$ cat src/rtl/bcd_timer_pkg.sv
// Shared types, digit limits and load validation for the BCD countdown timer.
// Exports timer_state_t, bcd_t, digit maxima and bcd_time_valid().
package bcd_timer_pkg;

  typedef logic [3:0] bcd_t;

  typedef enum logic [1:0] {
    IDLE,
    RUN,
    PAUSED,
    DONE
  } timer_state_t;

  localparam bcd_t BCD_MAX_LSB      = 4'd9;
  localparam bcd_t BCD_MAX_MSB      = 4'd5;
  localparam bcd_t HR_MAX_MSB       = 4'd2;
  localparam bcd_t HR_MAX_LSB_AT_2  = 4'd3;

  function automatic logic bcd_time_valid(
    input bcd_t sl,
    input bcd_t sm,
    input bcd_t ml,
    input bcd_t mm,
    input bcd_t hl,
    input bcd_t hm
  );
    logic ok;
    ok = (sl <= BCD_MAX_LSB) && (sm <= BCD_MAX_MSB)
      && (ml <= BCD_MAX_LSB) && (mm <= BCD_MAX_MSB)
      && (hl <= BCD_MAX_LSB) && (hm <= HR_MAX_MSB);
    if (hm == HR_MAX_MSB && hl > HR_MAX_LSB_AT_2)
      ok = 1'b0;
    return ok;
  endfunction

endpackage

$ cat src/rtl/bcd_countdown_timer_digit.sv
// One BCD digit of the down-counting borrow chain.
// Ports: digit, max, borrow_in -> digit_next, borrow_out.
module bcd_digit_down (
  input  logic [3:0] digit,
  input  logic [3:0] max,
  input  logic       borrow_in,
  output logic [3:0] digit_next,
  output logic       borrow_out
);

  logic zero;

  assign zero       = (digit == 4'd0);
  assign borrow_out = borrow_in & zero;
  assign digit_next = !borrow_in ? digit
                    : zero       ? max
                    :              digit - 4'd1;

endmodule

$ cat src/rtl/bcd_countdown_timer.sv
// HH:MM:SS BCD countdown timer with load/start/stop and expiry pulse.
// Ports: clk, rst_n, load, start, stop, *_in digits -> *_out digits,
// running, done, expired, load_err. Optional AUTO_RELOAD_EN makes it
// reload the last accepted load value on expiry and keep running.
module bcd_countdown_timer #(
  parameter int TICK_DIV = 1,
  parameter int CW       = 16
) (
  input  logic       clk,
  input  logic       rst_n,
  input  logic       load,
  input  logic       start,
  input  logic       stop,
  input  logic [3:0] sec_in_lsb,
  input  logic [3:0] sec_in_msb,
  input  logic [3:0] min_in_lsb,
  input  logic [3:0] min_in_msb,
  input  logic [3:0] hr_in_lsb,
  input  logic [3:0] hr_in_msb,
  output logic [3:0] sec_out_lsb,
  output logic [3:0] sec_out_msb,
  output logic [3:0] min_out_lsb,
  output logic [3:0] min_out_msb,
  output logic [3:0] hr_out_lsb,
  output logic [3:0] hr_out_msb,
  output logic       running,
  output logic       done,
  output logic       expired,
  output logic       load_err
);

  import bcd_timer_pkg::*;

  localparam logic [CW-1:0] PRESC_TOP = CW'(TICK_DIV - 1);
  localparam logic [5:0][3:0] DIG_MAX = {
    HR_MAX_MSB, BCD_MAX_LSB, BCD_MAX_MSB,
    BCD_MAX_LSB, BCD_MAX_MSB, BCD_MAX_LSB
  };

  timer_state_t    state, state_n;
  logic [5:0][3:0] cnt, cnt_n, dec, din;
  logic [CW-1:0]   presc, presc_n;
  logic [6:0]      brw;
  logic            exp_n, err_n;
  logic            valid, tick, cnt_zero, dec_zero;

  assign din = {hr_in_msb, hr_in_lsb, min_in_msb,
                min_in_lsb, sec_in_msb, sec_in_lsb};

  assign brw[0] = 1'b1;

  for (genvar i = 0; i < 6; i++) begin : g_dig
    bcd_digit_down u_dig (
      .digit      (cnt[i]),
      .max        (DIG_MAX[i]),
      .borrow_in  (brw[i]),
      .digit_next (dec[i]),
      .borrow_out (brw[i+1])
    );
  end

  // A borrow escaping the top digit means the count is already zero.
  assign cnt_zero = brw[6];
  assign dec_zero = (dec == '0);
  assign tick     = (presc == PRESC_TOP);
  assign valid    = bcd_time_valid(sec_in_lsb, sec_in_msb,
                                   min_in_lsb, min_in_msb,
                                   hr_in_lsb, hr_in_msb);

`ifdef AUTO_RELOAD_EN
  logic [5:0][3:0] rld, rld_n;
`endif

  always_comb begin
    state_n = state;
    cnt_n   = cnt;
    presc_n = presc;
    exp_n   = 1'b0;
    err_n   = 1'b0;
`ifdef AUTO_RELOAD_EN
    rld_n   = rld;
`endif
    if (load) begin
      if (valid) begin
        cnt_n   = din;
        state_n = IDLE;
        presc_n = '0;
`ifdef AUTO_RELOAD_EN
        rld_n   = din;
`endif
      end else begin
        err_n = 1'b1;
      end
    end else if (stop) begin
      if (state == RUN)
        state_n = PAUSED;
    end else if (start && state == IDLE) begin
      if (cnt_zero) begin
        state_n = DONE;
        exp_n   = 1'b1;
      end else begin
        state_n = RUN;
      end
    end else if (start && state == PAUSED) begin
      state_n = RUN;
    end else if (state == RUN) begin
      if (tick) begin
        presc_n = '0;
        cnt_n   = dec;
        if (dec_zero) begin
          exp_n = 1'b1;
`ifdef AUTO_RELOAD_EN
          if (rld != '0)
            cnt_n = rld;
          else
            state_n = DONE;
`else
          state_n = DONE;
`endif
        end
      end else begin
        presc_n = presc + 1'b1;
      end
    end
  end

  always_ff @(posedge clk) begin
    if (!rst_n) begin
      state    <= IDLE;
      cnt      <= '0;
      presc    <= '0;
      expired  <= 1'b0;
      load_err <= 1'b0;
`ifdef AUTO_RELOAD_EN
      rld      <= '0;
`endif
    end else begin
      state    <= state_n;
      cnt      <= cnt_n;
      presc    <= presc_n;
      expired  <= exp_n;
      load_err <= err_n;
`ifdef AUTO_RELOAD_EN
      rld      <= rld_n;
`endif
    end
  end

  assign sec_out_lsb = cnt[0];
  assign sec_out_msb = cnt[1];
  assign min_out_lsb = cnt[2];
  assign min_out_msb = cnt[3];
  assign hr_out_lsb  = cnt[4];
  assign hr_out_msb  = cnt[5];
  assign running     = (state == RUN);
  assign done        = (state == DONE);

endmodule
$ cat config.mk
export PLATFORM = sky130hd
export DESIGN_NAME = bcd_countdown_timer
export DESIGN_NICKNAME = d
export VERILOG_FILES = /design/src/rtl/bcd_timer_pkg.sv /design/src/rtl/bcd_countdown_timer_digit.sv /design/src/rtl/bcd_countdown_timer.sv
export SDC_FILE = /design/constraint.sdc
export NUM_CORES = 1
export LEC_CHECK = 0
export CORE_MARGIN = 4
export CORE_UTILIZATION = 46
export DETAILED_ROUTE_END_ITERATION = 6
export PLACE_DENSITY = 0.77
export SYNTH_ARGS = -nofsm -noshare
export SYNTH_HDL_FRONTEND = slang
export SYNTH_SLANG_ARGS = --single-unit
$ cat constraint.sdc
create_clock -name clk -period 2.4 [get_ports clk]
set_input_delay 0.6 -clock clk [delete_from_list [all_inputs] [get_ports clk]]
set_output_delay 0.6 -clock clk [all_outputs]
set_load 0.02 [all_outputs]
Word level (Yosys, flattened, before mapping)
Cells that the tools add are included.

word-level totals
  bits in registers = 44
  bits of input ports = 29
  output and inout bits = 28

operators by class
  add/sub/neg operators = 7
  $lt $le $gt $ge = 7
  equal/unequal tests = 9
  muxes and demuxes = 43
  bitwise logic cells = 6
  reduce and logical (&&, ||, !) cells = 27

operators with widths
  kind                                                            count
  2-to-1 mux 24 bit                                               7
  2-to-1 mux 16 bit                                               7
  2-to-1 mux 4 bit                                                11
  zero test 24 bit                                                1
  zero test 4 bit                                                 6
  subtractor 4 x 1 -> 4 bit (second input constant)               6
  2-to-1 mux 2 bit                                                10
  adder 16 x 1 -> 16 bit (second input constant)                  1
  zero test 16 bit                                                1
  <= comparator 4 bit (second input constant)                     3
  AND reduction 5 bit                                             2
  nonzero test 5 bit                                              2
  <= comparator 4 x 3 -> 1 bit (second input constant)            2
  logical AND 1 bit                                               8
  2-to-1 mux 1 bit                                                8
  != test 2 bit (second input constant)                           3
  AND reduction 6 bit                                             1
  AND 1 bit                                                       5
  equality test 2 bit (second input constant)                     2
  equality test 4 x 2 -> 1 bit (second input constant)            1
  greater-than comparator 4 x 2 -> 1 bit (second input constant)  1
  <= comparator 4 x 2 -> 1 bit (second input constant)            1
  nonzero test 2 bit                                              2
  nonzero test 4 bit                                              1
  other kinds (7)                                                 7

Longest topological paths before layout
Gate-level depths: netlist of run 1.

  depth in word-level cells = 14
  mapped depth = 9
  gate-level depth less buffers = 8

Modules after synthesis
Synthesis of run 1 repeated with hierarchy kept, for this count alone.

second synthesis, totals
  cell total of the unflattened synthesis = 394
  area, all modules = 3,209.3 um^2

modules (own cells, without submodules)
  module               instances  cells an instance  area an instance (um^2)  sequential area each (um^2)
  bcd_countdown_timer  1          256                2,248.4                  880.8
  bcd_digit_down       6          23                 160.2                    0.0

Worst setup path before layout of run 1
OpenSTA, ideal clock, no wires.

  kind = input -> register
  from = input hr_in_msb[2]
  to = register presc[10]
  setup time = 0.128 ns
  arrival time = 2.245 ns
  required time = 2.272 ns
  setup slack = 0.027 ns
  stages on the path = 7
  buffers on the path = 2
  cells stage by stage = nor4_1 nand3_1 o31a_1 clkbuf_1 o21ai_1 clkbuf_1 nor2_1

between the ends
  word-level cells in the longest chain between the ends = 5
  elaborated cells on any way between the ends = 7

ends and longest elaborated chain
  element                                                                       line                                      source
  from (decl)                                                                   bcd_countdown_timer.sv:19                 input logic [3:0] hr_in_msb,
  <= comparator 4 x 2 -> 1 bit or equality test 4 x 2 -> 1 bit (tied branches)  bcd_timer_pkg.sv:30, bcd_timer_pkg.sv:31
  logical AND 1 bit, on equally long branches                                   bcd_timer_pkg.sv:30, bcd_timer_pkg.sv:31
  2-to-1 mux 1 bit *                                                            bcd_timer_pkg.sv:31                       if (hm == HR_MAX_MSB && hl > HR_MAX_LSB_AT_2)
  != test 2 x 1 -> 1 bit (no line) *                                            -
  AND reduction 5 bit (no line) *                                               -
  to (signal assigned)                                                          bcd_countdown_timer.sv:140                presc <= presc_n;
  to (decl)                                                                     bcd_countdown_timer.sv:42                 logic [CW-1:0] presc, presc_n;

Every way passes the cells marked *; elsewhere a longest branch is shown, timed or not.
A chain may end at the register's enable or synchronous reset.

Worst setup path after layout of run 1
  from = input hr_in_lsb[2]
  to = register presc[11]

between the ends
  word-level cells in the longest chain between the ends = 6
  elaborated cells on any way between the ends = 8

ends and longest elaborated chain
  element                             line                       source
  from (decl)                         bcd_countdown_timer.sv:18  input logic [3:0] hr_in_lsb,
  <= comparator 4 bit                 bcd_timer_pkg.sv:30        && (hl <= BCD_MAX_LSB) && (hm <= HR_MAX_MSB);
  logical AND 1 bit (2 in series)     bcd_timer_pkg.sv:30
  2-to-1 mux 1 bit *                  bcd_timer_pkg.sv:31
  != test 2 x 1 -> 1 bit (no line) *  -
  AND reduction 5 bit (no line) *     -

Marks and branches as above.

==> results of run 1 <==
[worst paths after layout]
| kind | startpoint | end | slack (ps) |
|---|---|---|---|
| hold / removal | hr_out_lsb[3]$_SDFFE_PN0P_ | hr_out_lsb[3]$_SDFFE_PN0P_ | 500 |
| setup / recovery | hr_in_lsb[2] | presc[11]$_SDFFE_PN0P_ | 50 |
| setup reg to reg | min_out_lsb[0]$_SDFFE_PN0P_ | state[1]$_SDFFE_PN0P_ | 140 |
| hold reg to reg | hr_out_lsb[3]$_SDFFE_PN0P_ | hr_out_lsb[3]$_SDFFE_PN0P_ | 500 |
[cell usage in the layout, fill, tap and decap left out, drive strengths merged, types with 3 or more instances in the layout]
cell           synthesis  layout
dfxtp                 44      44
o211ai                 4       4
ha                     3       3
buf                    1      35
nor2                  41      41
nand3                  9       9
o31a                   2       3
xor2                   7       7
mux2i                  5       5
o31ai                  5       5
clkdlybuf4s50          0      56
nand2b                 3       3
nand2                 28      28
clkbuf                15       5
xnor2                  8       8
and2                   3       3
inv                   10      11
nand4                 12      12
nor3                   8       8
or4                    5       5
nor4                  13      13
a22o                   5       5
nor2b                  3       3
a21oi                 23      23
and3                   6       6
a211o                  3       3
o21ai                 36      36
[synth_stat cells, types with 2 or more instances]
library cell and instances:
nand2b_1 3, xor2_1 7, and3_1 6, nor2b_1 3
o211ai_1 4, and4_1 2, nand3_1 8, nand4b_1 2
clkbuf_1 15, a21oi_1 23, o31ai_1 4, o31a_1 2
xnor2_1 8, inv_1 10, a211o_1 3, nor3_1 8
or2_2 2, a21o_1 2, nand4_1 12, nor4_1 11
or4_1 5, dfxtp_1 44, mux2i_1 5, nor3b_1 2
nor2_1 41, and2_1 3, o21a_1 2, a22o_1 5
ha_1 3, nand2_1 28, o41ai_1 2, o21ai_0 35
[area by class of cell]
cell class                      instances  area share, %
Timing Repair Buffer                   91           23.1
Sequential cell                        44           24.7
Tap cell                               70           2.46
Clock buffer                            5           1.93
Multi-Input combinational cell        258           45.4
Clock inverter                          3           1.30
Inverter                               10           1.05
[state kept, by name (all words and copies together), names as in the netlist]
name         count
state            2
hr_out_lsb       4
min_out_lsb      4
min_out_msb      4
hr_out_msb       4
load_err         1
sec_out_msb      4
expired          1
sec_out_lsb      4
presc           16
[critical path: stages]
cell and delay [ps]:
clkdlybuf4s50_1 440, o21ai_0 230, buf_4 160, nand3_2 130
o31a_1 410, nor4_1 370, xnor2_1 160, nor2_1 50
[layer usage]
metal	share of wire, %	track usage, %	routed length (µm)
met5	0	0	0
met4	1.8	6.15	141
met3	5.5	4.01	419
met2	49	41.4	3770
met1	43	28.0	3300
[power by group]
group | switching (µW) | internal [µW]
combinational | 131 | 126
clock | 289 | 314
sequential | 6.98 | 736
total | 427 | 1180
[stage by stage]
step           cell area (µm²)  hold slack, ps  utilization, %
2_1_floorplan             2530             474               -
3_3_place_gp              3370             472            64.8
3_5_place_dp              3370             484            64.8
4_1_cts                   3490             497            67.0
5_1_grt                   3560             538            68.4
6_report                  3560             498            68.4
[cells by family after synthesis]
family	count (synthesis)	share of synthesized area, %
adder cells (fa/ha/maj)	3	1.49
multiplexers	5	1.98
buffers and inverters	26	4.16
XOR/XNOR	15	5.20
AND/OR/NAND/NOR	142	30.0
AO/OA/AOI/OAI	92	22.3
flip-flops	44	34.9
==> results_dict.tcl, run 1 <==
set metrics [dict create \
    insertedDiodeCount 0 \
    via_count 2855 \
    gp_congestion 0.896 \
    leakagePower_uw 0.00133 \
    routedWlPerCell_um 15.9 \
    cts_tree "done" \
    syn_inst 327 \
    synthFlopType "dfxtp_1" \
    fin_crit_sh_pct 97.9 \
    die-width_um 82.1 \
    multi_input_area_mm2 0.00162 \
    dp.cells 472 \
    yosysTopAreaCell "dfxtp_1" \
    rows 26 \
    fin_cells 481 \
    startpoint_type "input port" \
    syn_avg_cell_area_um2 7.73 \
    fillerInstances 419 \
    io_pins 57 \
    gr-total-overflow 0 \
    cts-resized-gates 0 \
    drive_gt1_share_pct 14.6 \
    core_mm2 0.00520 \
    wl_um 7640 \
    synth_top_area_share_pct 34.9 \
    total_power_uw 1600 \
    cts_setup_buffers 0 \
    async_flop_share_pct 0 \
    synth_nets 359 \
    fin_nets 442 \
    crit_required_ps 2610 \
    period_needed_ps 2350 \
    slew_violations 0 \
    dp_hpwl_um 5610 \
    die_area_mm2 0.00674 \
    finalSetupViolCount 0 \
    critPathArrivalTime_ps 2560 \
    ys_warn_count 0 \
    grt_pass1_wl_um 12300 \
    worstSetupPathType "input port to flop" \
    fin_setup_tns_ps 0 \
    synth_area_leaders "dfxtp_1, o21ai_0, nor2_1" \
    rr_worst_depth 6 \
    cts_sinks 44 \
    drc 0 \
    pre_cts_ws_ps -269 \
    status "finished, final reports clean" \
    start_util_pct 48.6 \
    fin_ws_ps 50.0 \
    regArea_um2 881 \
    syn_to_final_growth_pct 40.9 \
    ant_nets 0 \
    p_per_area_mw_per_mm2 450 \
    cts_root_buf "clkbuf_8" \
    cp_max_fo 5 \
    synth_cell_types 49 \
    viasPerCell 5.94 \
    holdCritPathClass "flop to flop" \
    relSlewSlack_pct 63.2 \
    dr.pass1.iters 5 \
    maxCapViolations 0 \
    crit_path_end_kind "flop" \
    dieHeight_um 82.1 \
    vdd_drop_max_uv 274 \
    antenna_found_initial 0 \
    finalHoldViolations 0 \
    clockBufferDepth 2 \
    numCtsBuffers 5 \
    fin_skew_ps 8.34 \
    seq_area_frac_synth_pct 34.9 \
    worst_pin_slew_ps 548 \
    rsz0062_at_grt "true" \
    drtIter0Drc 184 \
    min_delay_path_depth 2 \
    grt_pass1_vias 2671 \
    cts_hold_buf 0 \
    h-tree-depth 2 \
    portBuffers 56 \
    timing.fmax_ghz 0.426 \
    cts.clk_slew.worst_paths_ps 100 \
    syn_area_mm2 0.00253 \
    synth_seq_cells 44 \
    grt_max_degree 30 \
    synth_edf_count 0 \
    track_usage_pct 23.0 \
    clk_latency_ps 310 \
]
Power figures use the tool's default switching activity.
==> run 2, diff against run 1 <==
- clock period: 2.4 -> 2.16 ns (I/O delays scaled with it)
==> results_dict.tcl, run 2 (synthesis results as in run 1) <==
set metrics [dict create \
    status "finished, violations left" \
    violations "negative setup slack" \
    worst_pin_slew_ps 415 \
    ant_nets 0 \
    timing.fmax_ghz 0.451 \
    dp_hpwl_um 5740 \
    crit_required_ps 2400 \
    rr_worst_depth 7 \
    track_usage_pct 26.1 \
    leakagePower_uw 0.00167 \
    dieHeight_um 82.1 \
    r2r_slack_ps 0 \
    cp_max_fo 5 \
    dp.cells 496 \
    start_util_pct 48.6 \
    grt_pass1_vias 2924 \
    r2r_start "sec_out_msb[0]$_SDFFE_PN0P_" \
    cts_sinks 44 \
    gp_congestion 0.895 \
    combPwrFrac_pct 20.6 \
    h-tree-depth 2 \
    wl_um 9220 \
    drtIter0Drc 377 \
    fin_crit_sh_pct 103 \
    io_pins 57 \
    insertedDiodeCount 0 \
    internal_power_uw 1250 \
    syn_to_final_growth_pct 59.9 \
    cts_root_buf "clkbuf_8" \
    die_area_mm2 0.00674 \
    vdd_drop_max_uv 330 \
    die-width_um 82.1 \
    endpoint "min_out_msb[2]$_SDFFE_PN0P_" \
    rsz0062_at_grt "true" \
    drive_gt1_share_pct 26.3 \
    viasPerCell 6.09 \
    worstSetupPathType "input port to flop" \
    fin_nets 472 \
    grt_pass1_wl_um 13800 \
    final_common_cell "buf_4" \
    largest_reg_flops 16 \
    regArea_um2 887 \
    grt_max_degree 30 \
    mostFrequentLayoutCells "buf_4, clkdlybuf4s50_1, dfxtp_1" \
    portBuffers 56 \
    fin_skew_ps 7.04 \
    p_clk_share_pct 31.3 \
    startpoint "hr_in_lsb[1]" \
    met1_length_um 3690 \
    routedWlPerCell_um 18.0 \
    critPathArrivalTime_ps 2460 \
    antenna_found_initial 0 \
    fillerInstances 352 \
    core_mm2 0.00520 \
    maxUsedRoutingLayer "met4" \
    via_count 3111 \
    clockBufferDepth 2 \
    gr-total-overflow 0 \
    slew_violations 0 \
    pre_cts_ws_ps -577 \
    relSlewSlack_pct 72.2 \
    fin_cells 511 \
    clk_latency_ps 290 \
    fin_ws_ps -57.5 \
    finalHoldViolations 0 \
    period_needed_ps 2220 \
    startpoint_type "input port" \
    holdCritPathClass "flop to flop" \
    dr.pass1.iters 5 \
    rr_endpoint "state[1]$_SDFFE_PN0P_" \
    rows 26 \
    crit_path_end_kind "flop" \
    route.met3.wl_um 754 \
    p_sw_uw 469 \
    p_per_area_mw_per_mm2 425 \
    finalSetupViolCount 11 \
    p_seq_share_pct 48.0 \
    top_register "presc" \
    wl_met2_um 4410 \
    multi_input_area_mm2 0.00181 \
    numCtsBuffers 5 \
    cts.clk_slew.worst_paths_ps 80 \
    drc 0 \
    swShare_pct 27.3 \
    maxCapViolations 0 \
    cts_tree "done" \
]
==> run 2: repair_timing <==
item,in CTS,in global routing
pin swaps,6,10
buffers inserted,1,3
gates resized for setup,28,47
hold buffers,0,0
setup endpoints to repair,42,44
gates cloned,2,1
==> run 2: cell type report <==
| type | instances | area share [%] |
|---|---|---|
| clock inverters | 2 | 0.248 |
| clock buffers | 6 | 2.04 |
| flip-flops and latches | 44 | 22.0 |
| well taps | 70 | 2.17 |
| multi-input cells | 258 | 44.8 |
| inverters | 10 | 0.929 |
| repair buffers | 121 | 27.9 |
==> run 2: stage by stage <==
stage | setup TNS [ps] | cell area (µm²) | hold WS (ps) | util [%] | total power [µW]
2_1_floorplan | -30.3 | 2560 | 474 | - | 988
3_3_place_gp | -15820 | 3580 | 477 | 68.8 | 1130
5_1_grt | -954 | 4040 | 530 | 77.6 | 1780
6_report | -304 | 4040 | 513 | 77.6 | 1720
3_5_place_dp | -18090 | 3580 | 492 | 68.8 | 1140
4_1_cts | -163 | 3800 | 506 | 73.0 | 1680
==> run 2: routing by layer <==
metal / up-vias / global-route usage, %
li1: 1428 / -
met2: 193 / 45.2
met4: 0 / 7.64
met1: 1447 / 32.7
met5: - / 0
met3: 43 / 5.10
==> run 2: critical path, stage by stage <==
cell	delay (ps)
clkdlybuf4s50_1	460
o21ai_2	170
buf_4	150
nand3_4	100
o31a_2	430
nor3_4	260
buf_4	190
nand2_1	70
nand2_1	80
==> run 2: how the worst min path moves through the flow <==
stage / start / endpoint / cells past startpoint
4_1_cts: hr_out_lsb[3]$_SDFFE_PN0P_ / hr_out_lsb[3]$_SDFFE_PN0P_ / 2
3_3_place_gp: hr_out_lsb[3]$_SDFFE_PN0P_ / hr_out_lsb[3]$_SDFFE_PN0P_ / 2
3_5_place_dp: hr_out_lsb[3]$_SDFFE_PN0P_ / hr_out_lsb[3]$_SDFFE_PN0P_ / 2
5_1_grt: hr_out_lsb[3]$_SDFFE_PN0P_ / hr_out_lsb[3]$_SDFFE_PN0P_ / 2
2_1_floorplan: presc[1]$_SDFFE_PN0P_ / presc[1]$_SDFFE_PN0P_ / 2
6_report: hr_out_lsb[3]$_SDFFE_PN0P_ / hr_out_lsb[3]$_SDFFE_PN0P_ / 2
==> run 2: power groups by stage <==
| stage | combinational [µW] | clock (µW) | sequential (µW) |
|---|---|---|---|
| 2_1_floorplan | 138 | 0 | 849 |
| 3_3_place_gp | 290 | 0 | 842 |
| 3_5_place_dp | 295 | 0 | 842 |
| 4_1_cts | 317 | 541 | 823 |
| 5_1_grt | 379 | 579 | 825 |
| 6_report | 354 | 537 | 824 |
==> run 3, diff against run 2 <==
- ABC_CLOCK_PERIOD_IN_PS: default -> 2160
- CAP_MARGIN: default -> 20
- SKIP_CTS_REPAIR_TIMING: default -> 1
==> results_dict.tcl, run 3 (synthesis results as in run 1) <==
set metrics [dict create \
    start_util_pct 48.6 \
    rr_worst_depth 9 \
    portBuffers 56 \
    gp_congestion 0.895 \
    cts_root_buf "clkbuf_8" \
    cp_max_fo 5 \
    core_mm2 0.00520 \
    wl_met2_um 4450 \
    fin_setup_tns_ps -2490 \
    combPwrFrac_pct 20.0 \
    drc 0 \
    holdCritPathClass "flop to flop" \
    p_sw_uw 461 \
    drtIter0Drc 315 \
    mostFrequentLayoutCells "buf_4, clkdlybuf4s50_1, dfxtp_1" \
    die-width_um 82.1 \
    swShare_pct 27.1 \
    track_usage_pct 24.2 \
    regArea_um2 887 \
    die_area_mm2 0.00674 \
    p_seq_share_pct 48.4 \
    dieHeight_um 82.1 \
    rr_endpoint "hr_out_lsb[0]$_SDFFE_PN0P_" \
    numCtsBuffers 5 \
    relSlewSlack_pct 58.8 \
    finalHoldViolations 0 \
    fin_skew_ps 10.3 \
    cts.clk_slew.worst_paths_ps 80 \
    fin_ws_ps -187 \
    timing.fmax_ghz 0.426 \
    route.met3.wl_um 679 \
    insertedDiodeCount 0 \
    worstSetupPathType "flop to flop" \
    drive_gt1_share_pct 25.6 \
    rsz0062_at_grt "true" \
    fin_crit_sh_pct 109 \
    crit_required_ps 2350 \
    clk_latency_ps 290 \
    cts_tree "done" \
    dr.pass1.iters 5 \
    hold_start "hr_out_lsb[3]$_SDFFE_PN0P_" \
    p_clk_share_pct 31.6 \
    routedWlPerCell_um 17.7 \
    r2r_start "presc[0]$_SDFFE_PN0P_" \
    antenna_found_initial 0 \
    final_common_cell "buf_4" \
    multi_input_area_mm2 0.00177 \
    pre_cts_ws_ps -577 \
    vdd_drop_max_uv 327 \
    internal_power_uw 1240 \
    h-tree-depth 2 \
    crit_path_end_kind "flop" \
    io_pins 57 \
    whs_endpoint "hr_out_lsb[3]$_SDFFE_PN0P_" \
    top_register "presc" \
    grt_max_degree 30 \
    grt_pass1_vias 2773 \
    clockBufferDepth 2 \
    period_needed_ps 2350 \
    leakagePower_uw 0.00175 \
    ant_nets 0 \
    maxUsedRoutingLayer "met4" \
    fin_nets 472 \
    wl_um 9030 \
    met1_length_um 3680 \
    violations "negative setup slack" \
    p_per_area_mw_per_mm2 424 \
    worst_pin_slew_ps 617 \
    rows 26 \
    viasPerCell 6.02 \
    startpoint_type "flop" \
    via_count 3078 \
    largest_reg_flops 16 \
    slew_violations 0 \
    cts_sinks 44 \
    critPathArrivalTime_ps 2530 \
    status "finished, violations left" \
    min_delay_path_depth 2 \
    fillerInstances 367 \
    maxCapViolations 0 \
    gr-total-overflow 0 \
    finalSetupViolCount 31 \
    syn_to_final_growth_pct 58.9 \
    grt_pass1_wl_um 13000 \
    dp_hpwl_um 5740 \
    r2r_slack_ps -190 \
]
-- run 3: cell types whose count changed in the layout (fill, tap and decap cells not counted), moves of 3 or more --
cell / previous run / this run
o21ai_1: 8 / 2
buf_6: 7 / 3
nor4_4: 5 / 8
o21ai_2: 3 / 6
buf_4: 56 / 59
o21ai_0: 24 / 27
nor4_2: 5 / 2
-- run 3: worst max-delay path by stage --
| stage | from | slack [ps] | endpoint | cells past startpoint |
|---|---|---|---|---|
| CTS | hr_in_lsb[2] | -330 | hr_out_msb[2]$_SDFFE_PN0P_ | 9 |
| floorplan | sec_out_lsb[3]$_SDFFE_PN0P_ | -30 | state[1]$_SDFFE_PN0P_ | 7 |
| detailed placement | hr_in_lsb[2] | -580 | sec_out_msb[2]$_SDFFE_PN0P_ | 9 |
| global placement | hr_in_lsb[2] | -450 | hr_out_lsb[0]$_SDFFE_PN0P_ | 8 |
| global route | presc[0]$_SDFFE_PN0P_ | -310 | hr_out_lsb[0]$_SDFFE_PN0P_ | 9 |
| finish | presc[0]$_SDFFE_PN0P_ | -190 | hr_out_lsb[0]$_SDFFE_PN0P_ | 9 |
-- run 3: metal layers --
metal | vias up | GRT usage [%]
met4 | 0 | 4.98
met5 | - | 0
met2 | 168 | 41.8
met3 | 25 | 3.90
li1 | 1428 | -
met1 | 1457 | 31.9
-- run 3: power by group through the flow --
stage	sequential, µW	clock (µW)	combinational [µW]
after floorplan	849	0	138
after global placement	842	0	290
after detailed placement	842	0	295
after CTS	823	541	297
after global routing	825	587	365
final	824	539	341
-- run 3: cell type report --
| cell class | instances | share of cell area (%) |
|---|---|---|
| Multi-Input combinational cell | 257 | 44.2 |
| Timing Repair Buffer | 122 | 28.3 |
| Sequential cell | 44 | 22.1 |
| Tap cell | 70 | 2.18 |
| Clock buffer | 6 | 2.06 |
| Inverter | 10 | 0.935 |
| Clock inverter | 2 | 0.249 |
-- run 3: worst max-delay path, stage by stage, from the launching register on --
cell and delay [ps]:
dfxtp_1 310, inv_1 110, ha_1 200, nor4b_1 350
and4_1 410, nor2_1 130, buf_4 160, o21ai_4 250
o21ai_2 110, a22o_1 210
-- run 3: through the flow --
| step | cells | hold slack, ps | instance area [µm²] | utilization, % | power [µW] |
|---|---|---|---|---|---|
| 6_report | 511 | 508 | 4020 | 77.1 | 1700 |
| 5_1_grt | 511 | 531 | 4020 | 77.1 | 1780 |
| 4_1_cts | 504 | 506 | 3670 | 70.6 | 1660 |
| 3_5_place_dp | 496 | 492 | 3580 | 68.8 | 1140 |
| 3_3_place_gp | 496 | 477 | 3580 | 68.8 | 1130 |
| 2_1_floorplan | 327 | 474 | 2560 | - | 988 |
